$ cat config.mk
export PLATFORM = sky130hd
export DESIGN_NAME = prog_mod_counter
export DESIGN_NICKNAME = d
export VERILOG_FILES = /design/src/rtl/prog_mod_counter_pkg.sv /design/src/rtl/prog_mod_counter.sv
export SDC_FILE = /design/constraint.sdc
export NUM_CORES = 1
export LEC_CHECK = 0
export ABC_AREA = 1
export CAP_MARGIN = 5
export CELL_PAD_IN_SITES_DETAIL_PLACEMENT = 1
export CELL_PAD_IN_SITES_GLOBAL_PLACEMENT = 1
export CORE_MARGIN = 2
export CORE_UTILIZATION = 39
export DETAILED_ROUTE_END_ITERATION = 6
export PLACE_DENSITY_LB_ADDON = 0.1
export SYNTH_ARGS = -nofsm -noshare
export SYNTH_HDL_FRONTEND = slang
export SYNTH_SLANG_ARGS = --single-unit
$ cat constraint.sdc
create_clock -name clk -period 3.35 [get_ports clk]
set_clock_uncertainty 0.2 [all_clocks]
set_input_delay 0.67 -clock clk [delete_from_list [all_inputs] [get_ports clk]]
set_output_delay 0.67 -clock clk [all_outputs]
set_load 0.01 [all_outputs]
$ cat src/rtl/prog_mod_counter_pkg.sv
// prog_mod_counter_pkg
//   Shared encodings for the programmable-modulus counter: direction and
//   mode codes, plus the one-shot sequencer state type.
package prog_mod_counter_pkg;

    localparam logic DIR_UP       = 1'b0;
    localparam logic DIR_DOWN     = 1'b1;

    localparam logic MODE_FREE    = 1'b0;
    localparam logic MODE_ONESHOT = 1'b1;

    typedef enum logic {
        IDLE = 1'b0,
        RUN  = 1'b1
    } state_t;

endpackage

$ cat src/rtl/prog_mod_counter.sv
// prog_mod_counter
//   Programmable-modulus up/down counter with terminal-count flag, used as the
//   time base of the modulation datapath. The active period, direction and
//   mode only change at a boundary (wrap, sclr or load), so a period written
//   mid-sequence never produces a short or long cycle.
//
//   Ports
//     clk, rst          clock (rising edge), asynchronous active-high reset
//     en                count enable
//     sclr              synchronous clear to start value (highest priority)
//     load, load_val    synchronous load, value clamped to the new period
//     period_wr, period write terminal value into the pending register
//     dir               0 up, 1 down; sampled at wrap/sclr/load
//     one_shot          0 free-run, 1 one-shot; sampled with dir
//     start             one-shot trigger
//     count             current count (registered)
//     tc                high exactly while count equals the terminal value
//     busy              one-shot run in progress
//     done              one-cycle pulse at the end of a one-shot run
//
//   state | meaning
//   IDLE  | one-shot armed; waits for start, steps ignored
//   RUN   | one-shot counting toward the terminal value
module prog_mod_counter
    import prog_mod_counter_pkg::*;
#(
    parameter int                WIDTH        = 8,
    parameter logic [WIDTH-1:0]  RESET_PERIOD = {WIDTH{1'b1}},
    parameter logic              RESET_DIR    = 1'b0
) (
    input  logic             clk,
    input  logic             rst,
    input  logic             en,
    input  logic             sclr,
    input  logic             load,
    input  logic [WIDTH-1:0] load_val,
    input  logic             period_wr,
    input  logic [WIDTH-1:0] period,
    input  logic             dir,
    input  logic             one_shot,
    input  logic             start,
    output logic [WIDTH-1:0] count,
    output logic             tc,
    output logic             busy,
    output logic             done
);

    localparam logic [WIDTH-1:0] ONE    = {{(WIDTH-1){1'b0}}, 1'b1};
    localparam logic             RST_TC = (RESET_PERIOD == '0);

    function automatic logic [WIDTH-1:0] term_of(input logic [WIDTH-1:0] p, input logic d);
        return (d == DIR_DOWN) ? '0 : p;
    endfunction

    function automatic logic [WIDTH-1:0] start_of(input logic [WIDTH-1:0] p, input logic d);
        return (d == DIR_DOWN) ? p : '0;
    endfunction

    logic [WIDTH-1:0] p_act_q, p_act_d;
    logic [WIDTH-1:0] p_pend_q, p_pend_d;
    logic             dir_act_q, dir_act_d;
    logic             mode_act_q, mode_act_d;
    logic [WIDTH-1:0] count_q, count_d;
    logic             tc_q, tc_d;
    logic             busy_q, busy_d;
    logic             done_q, done_d;
    state_t           state_q, state_d;

    logic             at_term;
    logic [WIDTH-1:0] count_step;

    assign at_term    = (count_q == term_of(p_act_q, dir_act_q));
    assign count_step = (dir_act_q == DIR_DOWN) ? (count_q - ONE) : (count_q + ONE);

    always_comb begin
        p_pend_d   = period_wr ? period : p_pend_q;
        p_act_d    = p_act_q;
        dir_act_d  = dir_act_q;
        mode_act_d = mode_act_q;
        count_d    = count_q;
        busy_d     = busy_q;
        state_d    = state_q;
        done_d     = 1'b0;

        if (sclr) begin
            p_act_d    = p_pend_q;
            dir_act_d  = dir;
            mode_act_d = one_shot;
            count_d    = start_of(p_pend_q, dir);
            busy_d     = 1'b0;
            state_d    = IDLE;
        end else if (load) begin
            p_act_d    = p_pend_q;
            dir_act_d  = dir;
            mode_act_d = one_shot;
            count_d    = (load_val > p_pend_q) ? p_pend_q : load_val;
        end else if (mode_act_q == MODE_FREE) begin
            if (en) begin
                if (at_term) begin
                    // Boundary: the pending configuration becomes active here only.
                    p_act_d    = p_pend_q;
                    dir_act_d  = dir;
                    mode_act_d = one_shot;
                    count_d    = start_of(p_pend_q, dir);
                end else begin
                    count_d    = count_step;
                end
            end
        end else begin
            // One-shot runs use the already-active period/direction.
            case (state_q)
                IDLE: begin
                    if (start) begin
                        count_d = start_of(p_act_q, dir_act_q);
                        busy_d  = 1'b1;
                        state_d = RUN;
                    end
                end
                RUN: begin
                    if (en) begin
                        if (at_term) begin
                            done_d  = 1'b1;
                            busy_d  = 1'b0;
                            state_d = IDLE;
                        end else begin
                            count_d = count_step;
                        end
                    end
                end
                default: state_d = IDLE;
            endcase
        end

        // Flag derived from the next count so it lines up with count.
        tc_d = (count_d == term_of(p_act_d, dir_act_d));
    end

    always_ff @(posedge clk or posedge rst) begin
        if (rst) begin
            p_act_q    <= RESET_PERIOD;
            p_pend_q   <= RESET_PERIOD;
            dir_act_q  <= RESET_DIR;
            mode_act_q <= MODE_FREE;
            count_q    <= start_of(RESET_PERIOD, RESET_DIR);
            tc_q       <= RST_TC;
            busy_q     <= 1'b0;
            done_q     <= 1'b0;
            state_q    <= IDLE;
        end else begin
            p_act_q    <= p_act_d;
            p_pend_q   <= p_pend_d;
            dir_act_q  <= dir_act_d;
            mode_act_q <= mode_act_d;
            count_q    <= count_d;
            tc_q       <= tc_d;
            busy_q     <= busy_d;
            done_q     <= done_d;
            state_q    <= state_d;
        end
    end

    assign count = count_q;
    assign tc    = tc_q;
    assign busy  = busy_q;
    assign done  = done_q;

endmodule

==> metrics, run 1 <==
status=finished, final reports clean; Hold Path Class=register to register; IO Port Bufs=35; slowest stage cell, crit path=clkdlybuf4s50_1; Max Buffers Root-to-Sink=2; Worst EP arrival=around 3.1 ns; final core utilization=about half; Area growth syn-to-layout=19.4%; LEAKAGE=1.83 nW; Worst VDD drop=between 0.15 and 0.2 mV; HPWL reported at the end of detailed placement=around 7.3 mm; setup bufs post-CTS=0; yosys warns=0; Final Hold Viols=0; R2R Path Start=dir_act_q$_DFF_PP0_; R2R Path End=tc$_DFF_PP0_; vias in the first global route=approximately 3,300; CTS clock-pin slew for the worst setup and hold paths=roughly 0.07 ns; DRT iter0 DRCs=slightly above 60; mux cell area share after synthesis=0.383%; crit-path max cell delay=approximately 0.44 ns; top cell type's share of synthesized area=between 20% and 30%; largest net degree at the start of global routing=31; max-slew violations=0; DIE WIDTH=between 90 and 100 um; unrepaired setup endpoints after global routing=false; Antenna diodes=0; Final Routed Wirelength=roughly 9.1 mm; DR vias=between 3,000 and 4,000; Crit Path Max Fanout=15; setup TNS=0 ns; post-synthesis simple-gate area fraction=a little over two fifths; Post-synth top cells=nand2_1 (188), inv_1 (61), nand3_1 (49); final setup margin=between 0.3 and 0.4 ns; drt drc=0; CTS resizes=0; max-cap violations=0; number of synthesized flops with an enable pin=0; global route total overflow=0; area of the die=just over 8000 um^2; most used cell, CP=nand2_1; post-synthesis sequential area ratio=26.2%; global-route wire length before repair=between 15 and 20 mm; clock latency at the later pin of the worst-skew pair=0.28 ns; Setup crit start kind=primary input; Clock Sinks=30; Worst slew margin=69.6%; GPL Wtd Cong=between 0.8 and 0.9; Starting Density=40.3%; Max H-tree Level=2; Worst-Margin Slew=~0.45 ns; Global Route Usage Sum=23.0%; DRT antenna net count=0; min-delay src=p_act_q[1]$_DFF_PP1_; top post-synthesis cells by area=nand2_1 (24%), dfstp_2 (14%), dfrtp_1 (12%); core area=~7300 um^2; Via density=5.20; CP Capture Type=register; Tmin final=3.05 ns; Ports=36; Post-Synth Adder-Cell Area=under 10%; footprint of the multi-input gates=between 1500 and 2000 um^2; layout cells sized above 1=a little under an eighth; largest family of logic cells by synthesized area=simple AND/OR/NAND/NOR gates; number of cell rows=31; synthesis-stage register bit count=30; Die Ht=between 90 and 100 um; final setup fails=0; Synth Area in Compound Gates=between 10% and 20%; WHS Endpoint=p_act_q[1]$_DFF_PP1_; Mapped Area=2940 um^2; Setup WS pre-CTS=between 0.01 and 0.015 ns; Avg WL per Cell=about 15 um; Cell Pwr Density=between 400 and 500 nW/um^2; drt pass-1 iters=4; FMAX=0.328 GHz; critical-path cell list=clkdlybuf4s50_1 -> ha_1 -> nand2_1 -> o21ai_0 -> nand2_1 -> nand2_1 -> nand2_1 -> o21ai_0 -> a21oi_1 -> nand2_2 -> nand2_1 -> nand2_1 -> nand2_1 -> nor2_1 -> nand2_1 -> nor2_1; CTS tree=done; WS Path Type=primary input to register; initial antenna violation count=0; Hold-fix buffers, CTS=0; final worst path period share=between 90% and 100%; commonest register cell after synthesis=dfstp_2; Filler Cell Count=1,042; clk root buf=clkbuf_8; Cells after Synth=between 400 and 500; post-synth top area cell=nand2_1; cell with the most instances after synthesis=nand2_1; cells on worst reg2reg path=20; Post-synth ARST share=100%; Reg area=roughly 770 um^2; syn_nets=roughly 520; post-synth cell types=34; worst reg2reg setup slack=~0.38 ns; Mean Syn Cell Area=about 6.2 um^2; TritonCTS buffer count=5; CP required=~3.4 ns; # nets final=between 500 and 600; XOR/XNOR Fraction of Synth Area=~1.2%; hold depth=2
-- area by class of cell --
type,count,share of cell area [%]
well taps,99,3.53
repair buffers,43,11.7
flip-flops and latches,30,22.0
clock buffers,8,3.14
multi-input cells,368,52.8
inverters,64,6.84
-- cells by family (layout without fill, tap and decap cells) --
group,after synthesis,after routing
DFF,30,30
AOI/OAI and AO/OA,64,64
adders and majority gates,15,15
muxes,1,1
xor gates and xnor gates,4,4
and+or+nand+nor,284,284
buffers and inverters,78,115
-- worst max-delay path by stage --
stage                     depth (start not counted)  slack, ns           end   startpoint
after global placement                           16       0.04  tc$_DFF_PP0_  load_val[1]
after detailed placement                         16       0.01  tc$_DFF_PP0_  load_val[3]
final                                            16       0.30  tc$_DFF_PP0_  load_val[3]
after floorplan                                  15       0.81  tc$_DFF_PP0_  load_val[3]
after global routing                             16       0.03  tc$_DFF_PP0_  load_val[3]
after CTS                                        16       0.29  tc$_DFF_PP0_  load_val[3]
-- layer usage --
metal	share of wire, %	vias up	track usage, %	routed length (um)
met2	49	58	41.4	4480
li1	-	1591	-	-
met5	0	-	0	0
met1	46	1523	28.6	4160
met3	3.1	12	2.59	287
met4	2.1	0	7.58	194
-- stage by stage --
step                instances  hold slack (ns)  power (mW)  cell area (um^2)
global placement          604            0.313        1.09              3400
detailed placement        604            0.320        1.11              3400
global route              612            0.346        1.58              3510
CTS                       612            0.331        1.47              3510
finish                    612            0.332        1.46              3510
floorplan                 476            0.277       0.912              2940
-- sequential cells by signal (all words and copies together), names as in the netlist --
| name | flops |
|---|---|
| busy | 1 |
| count | 8 |
| mode_act_q | 1 |
| state_q | 1 |
| done | 1 |
| dir_act_q | 1 |
| p_pend_q | 8 |
| tc | 1 |
| p_act_q | 8 |
-- where the power goes --
part           switching (mW)  leakage (nW)  total, mW  internal (mW)
sequential             0.0669         0.343      0.485          0.419
combinational           0.376          1.43      0.623          0.247
clock                   0.143        0.0575      0.350          0.207
-- worst max-delay path: cells and delay by family --
| family | cells | cell delay, ns |
|---|---|---|
| AO/OA/AOI/OAI | 3 | 0.56 |
| adder cells (fa/ha/maj) | 1 | 0.31 |
| AND/OR/NAND/NOR | 11 | 1.07 |
| buffers and inverters | 1 | 0.44 |
-- placed cells by master, fill, tap and decap left out, types with 4 or more instances in the layout --
master,n
nand2_1,188
inv_1,61
nand3_1,49
clkdlybuf4s50_1,35
a21oi_1,24
o21ai_0,22
nor2_1,20
dfstp_2,16
ha_1,14
dfrtp_1,14
a221oi_1,8
clkbuf_8,8
buf_4,8
nand2_2,7
o21ai_2,6
nand3b_1,5
nand4_1,4
Note: power is estimated with default switching activity, not from simulation.
==> inputs of run 2 (changes only) <==
- CORE_UTILIZATION: 39 -> 42
- CTS_CLUSTER_SIZE: unset -> 40
- clock period: 3.35 -> 3.7 ns (I/O delays scaled with it)
==> run 2 against run 1 <==
Against the previous run: sequential cell count unchanged; non-clock buffer count down 1; power down 13%; final area down 0.89%.
==> metrics, run 2 (synthesis gave the netlist of run 1 again) <==
Hold Path Class=register to register; Setup crit start kind=primary input; Final Hold Viols=0; CP required=between 3 and 4 ns; max-slew violations=0; layout cells sized above 1=10.7%; Met2 Routed Length=around 4.4 mm; clock latency at the later pin of the worst-skew pair=between 0.2 and 0.3 ns; drt drc=0; number of cell rows=30; drt pass-1 iters=6; Die Ht=between 80 and 90 um; worst reg2reg setup slack=around 0.8 ns; WS Path Type=primary input to register; DR WL met3=between 200 and 250 um; Clock Sinks=30; R2R Path Start=count[0]$_DFF_PP0_; Antenna diodes=0; final setup fails=0; DRT antenna net count=0; LEAKAGE=around 1.8 nW; most common cell after layout, fill and taps aside=nand2_1; Worst VDD drop=roughly 0.15 mV; DIE WIDTH=between 80 and 90 um; WHS=between 0.3 and 0.4 ns; largest net degree at the start of global routing=29; FMAX=roughly 0.33 GHz; area of the die=7680 um^2; DR vias=~3,100; Worst-Margin Slew=~1.1 ns; core area=between 6000 and 7000 um^2; CTS tree=done; Via density=5.16; CP Capture Type=register; cells on worst reg2reg path=19; Tmin final=slightly above 3 ns; WHS Endpoint=p_act_q[1]$_DFF_PP1_; CTS resizes=0; Hold-fix buffers, CTS=0; TritonCTS buffer count=5; status=finished, final reports clean; DRT iter0 DRCs=84; hold depth=2; Global Route Usage Sum=24.9%; IO Port Bufs=35; overall power=roughly 1.3 mW; Worst slew margin=a little over a quarter; HPWL reported at the end of detailed placement=around 7.2 mm; Cell Pwr Density=approximately 370 nW/um^2; # nets final=between 500 and 600; R2R Path End=tc$_DFF_PP0_; clk root buf=clkbuf_8; most frequent cells in the layout=nand2_1 (188), inv_1 (61), nand3_1 (49); Area growth syn-to-layout=18.3%; global route total overflow=0; final worst path period share=~81%; Max Buffers Root-to-Sink=2; Avg WL per Cell=approximately 15 um; met1 WL=4.12 mm; Starting Density=between 40% and 50%; GPL Wtd Cong=approximately 0.94; unrepaired setup endpoints after global routing=false; initial antenna violation count=0; vias in the first global route=3,205; global-route wire length before repair=about 15 mm; Worst EP arrival=3.03 ns; Max H-tree Level=2; setup bufs post-CTS=0; CTS clock-pin slew for the worst setup and hold paths=around 0.06 ns; setup TNS=0 ns; DR top layer=met4; Final Routed Wirelength=8.88 mm; Crit Path Max Fanout=15; max-cap violations=0; min-delay src=p_act_q[1]$_DFF_PP1_; Ports=36
[run 2: cell count changes in the layout (fill, tap and decap cells not counted), sizes merged]
cell  delta
buf      -1
[run 2: worst max-delay path: stages]
cell             delay (ns)
clkdlybuf4s50_1        0.46
ha_1                   0.31
nand2_1                0.07
nor2_1                 0.14
nand2_1                0.07
nand2_1                0.08
nand2_1                0.24
nand2_1                0.14
nand3_1                0.08
o21a_1                 0.22
nand2_2                0.08
nand2_1                0.05
nand2_1                0.05
inv_1                  0.05
nor2_1                 0.08
nand2_1                0.08
nor2_1                 0.11
[run 2: metal layers]
metal,vias up,GRT usage [%]
met5,-,0
met4,0,6.43
met3,10,1.70
met2,54,45.1
met1,1476,32.2
li1,1598,-
[run 2: worst max-delay path by stage]
stage                      from            to  cells past startpoint
CTS                 load_val[1]  tc$_DFF_PP0_                     17
detailed placement  load_val[6]  tc$_DFF_PP0_                     17
global placement    load_val[1]  tc$_DFF_PP0_                     17
floorplan           load_val[3]  tc$_DFF_PP0_                     15
finish              load_val[6]  tc$_DFF_PP0_                     17
global route        load_val[6]  tc$_DFF_PP0_                     16
[run 2: final cells by class]
cell class | instances | area (um^2)
Inverter | 64 | 240
Multi-Input combinational cell | 368 | 1850
Tap cell | 96 | 120
Sequential cell | 30 | 771
Clock buffer | 8 | 90.1
Timing Repair Buffer | 42 | 403
Fill cell | 957 | 3320
[run 2: where the power goes]
group          switching, mW  internal [mW]
Combinational          0.339          0.222
Sequential            0.0588          0.379
Clock                  0.124          0.152
Total                  0.521          0.752
[run 2: per-stage QoR]
stage                     worst slack, ns  util, %  cells  instance area (um^2)
after floorplan                      1.09        -    476                  2940
after global placement              0.400     49.9    600                  3390
after detailed placement            0.398     49.9    600                  3390
after CTS                           0.661     51.2    608                  3480
after global routing                0.317     51.2    608                  3480
final                               0.685     51.2    608                  3480
==> inputs of run 3 (changes only) <==
- CORE_UTILIZATION: 42 -> 36
- clock period: 3.7 -> 2.7 ns (I/O delays scaled with it)
==> run 3 against run 2 <==
Against the previous run: the run now ends with negative setup slack left; first-iteration DRC count rose by 27%; via count rose by 11%; sequential power rose by 37%; count of clock-buffer cells in the layout fell by 1.
==> metrics, run 3 (synthesis gave the netlist of run 1 again) <==
Global Route Usage Sum=24.2%; Worst EP arrival=~2.7 ns; DRT antenna net count=0; max-cap violations=0; Max Buffers Root-to-Sink=2; Worst VDD drop=0.225 mV; Tmin final=approximately 2.7 ns; drt pass-1 iters=4; most frequent cells in the layout=nand2_1 (147), inv_1 (54), buf_4 (45); DRT iter0 DRCs=between 100 and 150; Cell Pwr Density=482 nW/um^2; Final Routed Wirelength=approximately 11 mm; vias in the first global route=between 3,000 and 4,000; CTS tree=done; Setup crit start kind=register; initial antenna violation count=0; Worst-Margin Slew=between 0.4 and 0.5 ns; drt drc=0; met3 Use GR=~2.2%; Reg area=~770 um^2; core area=between 7000 and 8000 um^2; Setup WS pre-CTS=-0.435 ns; number of cell rows=32; final setup fails=1; # nets final=roughly 600; final setup margin=-0.00629 ns; critical-path cell list=inv_4 -> ha_4 -> nand2_1 -> o21ai_1 -> nand2_1 -> nand2_2 -> nand2_4 -> buf_12 -> nand2_1 -> o21ai_0 -> a21oi_1 -> nand2_2 -> nand3_1 -> nand2_1 -> nor2_2 -> nand2_2 -> nor2_2; most used cell, CP=nand2_1; Worst slew margin=a little under three quarters; failing checks=negative setup slack; CP Capture Type=register; met2 Usage GRT=about 45%; Hold Path Class=register to register; crit-path max cell delay=0.58 ns; global route total overflow=0; global-route wire length before repair=17.1 mm; worst path bufs/invs=2; TritonCTS buffer count=5; Inst Count DP=between 600 and 700; Filler Cell Count=~1,000; WS Path Type=register to register; max-slew violations=0; Die Ht=between 90 and 100 um; footprint of the multi-input gates=between 2000 and 2500 um^2; clk root buf=clkbuf_8; overall power=about 2.1 mW; LEAKAGE=2.20 nW; CTS clock-pin slew for the worst setup and hold paths=0.07 ns; Area growth syn-to-layout=50.7%; clock latency at the later pin of the worst-skew pair=about 0.29 ns; unrepaired setup endpoints after global routing=true; CP required=around 2.7 ns; cell family with most CP delay=simple AND/OR/NAND/NOR gates; status=finished, violations left; Crit Path Max Fanout=8; layout cells sized above 1=34.5%; post-place instance area=between 3000 and 4000 um^2; slowest stage cell, crit path=dfstp_2; Starting Density=37.6%; Ports=36; DR vias=3,475; Antenna diodes=0; HPWL reported at the end of detailed placement=between 8 and 9 mm; final worst path period share=100%; GPL Wtd Cong=between 0.8 and 0.9; area of the die=between 8000 and 9000 um^2; setup TNS=-0.00629 ns; grt peak-use layer=met2; most common cell after layout, fill and taps aside=nand2_1; DIE WIDTH=around 94 um; Max H-tree Level=2; Avg WL per Cell=16.5 um; Clock Sinks=30; IO Port Bufs=35; Final Hold Viols=0; Via density=about 5.2; largest net degree at the start of global routing=31; FMAX=roughly 0.37 GHz; Final Non-Filler Cells=approximately 670; Design Area, Final=between 4000 and 5000 um^2; M1 GR Usage=between 30% and 40%
[run 3: final cells by class]
cell class | instances | area share (%)
Sequential cell | 30 | 17.5
Tap cell | 102 | 2.88
Clock inverter | 1 | 0.113
Multi-Input combinational cell | 368 | 51.3
Timing Repair Buffer | 93 | 20.5
Inverter | 64 | 5.76
Clock buffer | 7 | 1.95
[run 3: per-stage QoR]
stage / hold WS (ns) / util, %
finish: 0.337 / 56.7
global route: 0.351 / 56.7
global placement: 0.316 / 47.8
CTS: 0.330 / 50.2
floorplan: 0.277 / -
detailed placement: 0.318 / 47.8
[run 3: repair_timing]
action,4_1_cts,5_1_grt
hold buffers,0,0
gates cloned,0,3
pin swaps,12,64
buffers inserted,0,12
gates resized for setup,25,105
endpoints found under the setup margin,1,3
[run 3: where the power goes]
part | internal, mW | switching, mW
clock | 0.205 | 0.178
combinational | 0.517 | 0.631
sequential | 0.520 | 0.0814
[run 3: final timing paths]
path                       cells after the start  slack, ns                     from                   end
max                                           17     -0.006  p_pend_q[3]$_DFFE_PP1P_          tc$_DFF_PP0_
min                                            1       0.34         busy$_DFFE_PP0P_      busy$_DFFE_PP0P_
max in group asynchronous                      3       1.50                      rst  p_act_q[6]$_DFF_PP1_
min reg2reg                                    1       0.34         busy$_DFFE_PP0P_      busy$_DFFE_PP0P_
min in group asynchronous                      3       0.46                      rst   dir_act_q$_DFF_PP0_
max reg2reg                                   17     -0.006  p_pend_q[3]$_DFFE_PP1P_          tc$_DFF_PP0_
[run 3: per-layer routing]
metal | wire length [um] | vias up
li1 | - | 1696
met1 | 4800 | 1687
met2 | 5630 | 70
met3 | 291 | 22
met4 | 267 | 0
met5 | 0 | -
[run 3: worst register-to-register path, stage by stage (launching register included)]
cell and delay [ns]:
dfstp_2 0.58, inv_4 0.07, ha_4 0.27, nand2_1 0.06, o21ai_1 0.15, nand2_1 0.08
nand2_2 0.09, nand2_4 0.08, buf_12 0.14, nand2_1 0.07, o21ai_0 0.09, a21oi_1 0.19
nand2_2 0.08, nand3_1 0.08, nand2_1 0.07, nor2_2 0.15, nand2_2 0.09, nor2_2 0.10
